`config.mk`:
```
export PLATFORM = sky130hd
export DESIGN_NAME = burst_assembler
export DESIGN_NICKNAME = d
export VERILOG_FILES = /design/src/rtl/burst_assembler_pkg.sv /design/src/rtl/burst_assembler.sv
export SDC_FILE = /design/constraint.sdc
export NUM_CORES = 1
export LEC_CHECK = 0
export CAP_MARGIN = 20
export CELL_PAD_IN_SITES_DETAIL_PLACEMENT = 1
export CELL_PAD_IN_SITES_GLOBAL_PLACEMENT = 1
export CORE_AREA = 2 2 317 319
export CTS_BUF_LIST = sky130_fd_sc_hd__clkbuf_2 sky130_fd_sc_hd__clkbuf_4 sky130_fd_sc_hd__clkbuf_8
export DETAILED_ROUTE_END_ITERATION = 12
export DIE_AREA = 0 0 319 321
export PLACE_DENSITY = 0.73
export REMOVE_ABC_BUFFERS = 1
export SYNTH_ARGS = -nofsm -noshare
export SYNTH_HDL_FRONTEND = slang
export SYNTH_SLANG_ARGS = --single-unit
```
`constraint.sdc`:
```
create_clock -name clk -period 27 [get_ports clk]
set_input_delay 8.1 -clock clk [delete_from_list [all_inputs] [get_ports clk]]
set_output_delay 8.1 -clock clk [all_outputs]
set_load 0.03 [all_outputs]
```
`src/rtl/burst_assembler_pkg.sv`:
```
// Shared widths, AXI user codes, the assembled burst record and the assembler state type.
package burst_assembler_pkg;

    localparam int PID_WIDTH      = 4;
    localparam int PLENGTH_WIDTH  = 3;
    localparam int PDATA_WIDTH    = 8;
    localparam int PCOMPLETE_DATA = 72;
    localparam int PADDR_WIDTH    = 32;
    localparam int PBURST_WIDTH   = 2;
    localparam int PSIZE_WIDTH    = 2;
    localparam int PUSER_WIDTH    = 2;

    localparam BEAT_BYTES = PDATA_WIDTH;
    localparam int SLOT_IDX_W = $clog2(PCOMPLETE_DATA);

    typedef enum logic [PUSER_WIDTH-1:0] {REGULAR, BLOCK, DIVERT, UNLUCKY} awuser_t;

    typedef struct packed {
        logic [PID_WIDTH-1:0]                awid;
        logic [PLENGTH_WIDTH-1:0]            awlen;
        logic [PBURST_WIDTH-1:0]             awburst;
        logic [PADDR_WIDTH-1:0]              awaddr;
        logic [PSIZE_WIDTH-1:0]              awsize;
        awuser_t                             awuser;
        logic [PCOMPLETE_DATA-1:0][7:0]      data;
        logic [PCOMPLETE_DATA-1:0]           strb;
    } burst_slot;

    typedef enum logic [1:0] {ASM_IDLE, ASM_DATA, ASM_OUT} asm_state_t;

endpackage

```
`src/rtl/burst_assembler.sv`:
```
// Collects one AXI AW beat plus up to 8 W beats into a burst_slot record and
// offers it downstream with a valid/ready handshake; one burst in flight.
module burst_assembler
    import burst_assembler_pkg::*;
(
    input  logic                       clk,
    input  logic                       rst,
    input  logic                       awvalid,
    output logic                       awready,
    input  logic [PID_WIDTH-1:0]       awid,
    input  logic [PLENGTH_WIDTH-1:0]   awlen,
    input  logic [PBURST_WIDTH-1:0]    awburst,
    input  logic [PADDR_WIDTH-1:0]     awaddr,
    input  logic [PSIZE_WIDTH-1:0]     awsize,
    input  logic [PUSER_WIDTH-1:0]     awuser,
    input  logic                       wvalid,
    output logic                       wready,
    input  logic [PDATA_WIDTH*8-1:0]   wdata,
    input  logic [PDATA_WIDTH-1:0]     wstrb,
    input  logic                       wlast,
    output logic                       out_valid,
    input  logic                       out_ready,
    output burst_slot                  out_slot,
    output logic                       proto_err
);

    asm_state_t                 r_state;
    asm_state_t                 w_next;
    logic                       r_awready;
    logic                       r_wready;
    logic                       r_out_valid;
    logic                       r_proto_err;
    logic [PLENGTH_WIDTH-1:0]   r_beat_cnt;
    burst_slot                  r_slot;

    logic                       w_aw_hs;
    logic                       w_w_hs;
    logic                       w_out_hs;
    logic                       w_last_beat;
    logic [SLOT_IDX_W-1:0]      w_base;

    assign w_aw_hs     = awvalid & r_awready;
    assign w_w_hs      = wvalid & r_wready;
    assign w_out_hs    = r_out_valid & out_ready;
    assign w_last_beat = (r_beat_cnt == r_slot.awlen);
    assign w_base      = SLOT_IDX_W'(r_beat_cnt) * SLOT_IDX_W'(BEAT_BYTES);

    // Burst length comes from awlen alone; wlast only feeds the protocol check.
    always_comb begin
        w_next = r_state;
        case (r_state)
            ASM_IDLE: if (w_aw_hs) w_next = ASM_DATA;
            ASM_DATA: if (w_w_hs && w_last_beat) w_next = ASM_OUT;
            ASM_OUT:  if (w_out_hs) w_next = ASM_IDLE;
            default:  w_next = ASM_IDLE;
        endcase
    end

    always_ff @(posedge clk or posedge rst) begin
        if (rst) begin
            r_state     <= ASM_IDLE;
            r_awready   <= 1'b0;
            r_wready    <= 1'b0;
            r_out_valid <= 1'b0;
            r_proto_err <= 1'b0;
            r_beat_cnt  <= '0;
            r_slot      <= '0;
        end else begin
            r_state     <= w_next;
            r_awready   <= (w_next == ASM_IDLE);
            r_wready    <= (w_next == ASM_DATA);
            r_out_valid <= (w_next == ASM_OUT);
            r_proto_err <= w_w_hs && (wlast != w_last_beat);

            if (w_aw_hs) begin
                r_slot.awid    <= awid;
                r_slot.awlen   <= awlen;
                r_slot.awburst <= awburst;
                r_slot.awaddr  <= awaddr;
                r_slot.awsize  <= awsize;
                r_slot.awuser  <= awuser_t'(awuser);
                r_slot.data    <= '0;
                r_slot.strb    <= '0;
                r_beat_cnt     <= '0;
            end else if (w_w_hs) begin
                // Full-lane placement: disabled strobes still deposit their byte.
                r_slot.data[w_base +: BEAT_BYTES] <= wdata;
                r_slot.strb[w_base +: BEAT_BYTES] <= wstrb;
                if (!w_last_beat)
                    r_beat_cnt <= r_beat_cnt + 1'b1;
            end
        end
    end

    assign awready   = r_awready;
    assign wready    = r_wready;
    assign out_valid = r_out_valid;
    assign out_slot  = r_slot;
    assign proto_err = r_proto_err;

endmodule

```
==> impl_metrics.toml <==
[synth]
yosys.area.top_type_share_pct = 64.54
yosys.area.top_type = "dfrtp_1"
synth_cell_type_count = 38
ys_ff_latch = 702
avgSynthCellArea_um2 = 10.49
area_of_the_mapped_netlist_um2 = 27220
syn-instance-count = 2594
synth_edf_count = 0
post-synth-top-count-cell = "dfrtp_1"
synth_top_flop_cell = "dfrtp_1"
biggest_area_contributors_in_the_synthesized_netlist = "dfrtp_1 (65%), nand3_1 (9.2%), nand2_1 (6.7%)"
synth-seq-area-share_pct = 64.54
yosys_synthesis_warning_count = 0
yosys-top-cells-count = "dfrtp_1 (702), nand3_1 (503), nand2_1 (488)"
async_reset_ff_share_pct = 100.0

[clock_network]
cts_buffers = 119
clk_transition_reported_paths_ps = 60
clockBufferDepth = 3
clk_latency_ps = 800
tritoncts_num_sinks = 702
tritoncts = "yes"
cts-root-buf = "clkbuf_8"
ctsHtreeMaxLevel = 3
post-cts-setup-buffer-count = 0
cts-resized-gates = 0
post_cts_hold_fix_bufs = 0

[sta]
final_hold_violation_count = 0
setup_viol = 0
fin_skew_ps = 42.96
min_period_ps = 11520
max_clock_freq_ghz = 0.08681
fin_setup_tns_ps = 0
slew_headroom_pct = 25.75
drv_slew = 0
postLayoutSetupSlackWorst_ps = 15480
final_min_period_over_clock_period_pct = 42.67
worst_slew_pin_slew_ps = 1114
rsz0062_at_grt = "no"

[place]
placement.setup.worst_slack_ps = 14490
dp.final_hpwl_um = 76540
gpl.final_weighted_congestion = 0.8176
post_dp_cell_area_um2 = 36470
io_buffers = 819

[drt]
routed_wl_um = 115000
antenna_violating_nets_post_route = 0
post_drt_via_cell_ratio = 5.141
routed_wire_length_per_instance_um = 24.41
drt_first_iter_violations = 1640
detail_route.first_pass.iterations = 5
vias = 24209
drc = 0

[global_route]
grt_pass1_vias = 25239
grt_overflow = 0
grt_max_degree = 154
globalRouteTotalUtil_pct = 21.91
grt_first_pass_wirelength_um = 170500
antenna_found_initial = 3

[worst_setup_path]
worstSetupStartpointType = "input port"
reg2reg_from = "r_beat_cnt[0]$_DFFE_PP0P_"
timing.critical_path.required_ps = 27760
setup_crit_end_kind = "async pin"
crit_path_max_fanout = 123
timing_worst_setup_path_type = "in -> async"
worstPathArrival_ps = 12280
critPathLaunch = "rst"

[cells_and_area]
areaGrowthSynthToFinish_pct = 43.44
n_fill_cell = 11079
postLayoutCoreUtil_pct = 39.32
multi_input_comb_area_um2 = 8731
finalNetCount = 3445
final_cell_area_um2 = 39040
register_area_um2 = 17570
final_layout_size_suffix_gt1_share_pct = 8.128

[pwr]
ir_drop_uv = 50.44
total_power_mw = 3.239
power.density_nw_per_um2 = 82.97
power_leakage_nw = 17.11

[die]
io_pins = 820
fp.coreArea_um2 = 99280
fp.dieW_um = 319
fp.dieH_um = 321
fp-row-count = 116
floorplan.initialDensity_pct = 27.42
fp.dieArea_um2 = 102400

[run_status]
outcome = "finished, final reports clean"

[min_path]
min_path_type = "reg -> reg"
hp-start = "out_slot[684]$_DFFE_PP0P_"

[run]
cap_viol_max_count = 0
metrics by stage:
step	hold slack (ps)	instances
after floorplan	476.4	2338
after global placement	457.2	4493
after detailed placement	464.1	4493
after CTS	483.1	4705
after global routing	505.9	4708
final	480.7	4709
layout make-up:
class | count | area share, %
antenna | 3 | 0.01923
clock buffer | 192 | 6.000
clock inverter | 20 | 0.5256
inverter | 4 | 0.05769
multi-input combinational | 1632 | 22.36
sequential | 702 | 45.00
tap | 1298 | 4.160
timing repair buffer | 858 | 21.88
logic make-up after synthesis:
logic type | after synthesis | share of synthesized area (%)
xor gates and xnor gates | 5 | 0.1609
DFF | 702 | 64.54
adders and majority gates | 5 | 0.2299
and+or+nand+nor | 1030 | 16.89
AOI/OAI and AO/OA | 592 | 14.26
buffers and inverters | 260 | 3.912
flip-flops by register name, summed over array words and instances, names as in the netlist:
name        flops
proto_err       1
r_state         2
r_beat_cnt      3
wready          1
out_valid       1
awready         1
out_slot      693
worst paths after layout:
check | to | slack (ps) | depth (start not counted)
max in group clk | out_slot[393]$_DFFE_PP0P_ | 15600 | 7
worst min register to register | out_slot[684]$_DFFE_PP0P_ | 480 | 2
min in group asynchronous | out_slot[134]$_DFFE_PP0P_ | 7820 | 2
worst min-delay path | out_slot[684]$_DFFE_PP0P_ | 480 | 2
worst max-delay path | out_slot[152]$_DFFE_PP0P_ | 15480 | 6
worst max register to register | out_slot[393]$_DFFE_PP0P_ | 22920 | 8
placed cells by master, fill, tap and decap left out, types with 2 or more instances in the layout:
| cell | Yosys | routed |
|---|---|---|
| a21oi_1 | 51 | 51 |
| a22o_1 | 200 | 200 |
| a31oi_4 | 0 | 2 |
| and2_1 | 3 | 2 |
| and3_4 | 0 | 4 |
| buf_12 | 0 | 4 |
| buf_4 | 0 | 35 |
| bufinv_16 | 0 | 2 |
| clkbuf_4 | 0 | 48 |
| clkbuf_8 | 0 | 144 |
| clkdlybuf4s50_1 | 0 | 819 |
| clkinv_2 | 0 | 7 |
| clkinvlp_4 | 0 | 5 |
| dfrtp_1 | 702 | 702 |
| diode_2 | 0 | 3 |
| ha_1 | 5 | 5 |
| inv_1 | 4 | 3 |
| inv_8 | 0 | 3 |
| nand2_1 | 488 | 487 |
| nand2b_1 | 2 | 2 |
| nand3_1 | 503 | 502 |
| nand4_1 | 3 | 3 |
| nor2_1 | 8 | 5 |
| nor2_4 | 0 | 3 |
| nor3_1 | 6 | 3 |
| nor3_2 | 0 | 3 |
| o21ai_0 | 263 | 263 |
| o21ai_1 | 13 | 13 |
| o31ai_1 | 57 | 57 |
| or3_4 | 0 | 2 |
| xnor2_1 | 2 | 2 |
| xor2_1 | 3 | 3 |
power breakdown:
part | switching (mW) | internal (mW) | total, mW | leakage, nW
Combinational | 0.680 | 0.285 | 0.965 | 6.06
Sequential | 0.0780 | 1.17 | 1.24 | 9.70
Clock | 0.463 | 0.568 | 1.03 | 1.35
critical path: stages:
cell and delay (ps):
clkdlybuf4s50_1 490, inv_8 560, buf_4 670, buf_4 690, buf_4 640, buf_4 850
routing by layer:
layer  GRT usage (%)  wire, um
met4           8.920      4114
met2           36.92     56530
met3           5.843      8071
met5               0         0
met1           26.58     46240
(Power assumes the default switching activity.)
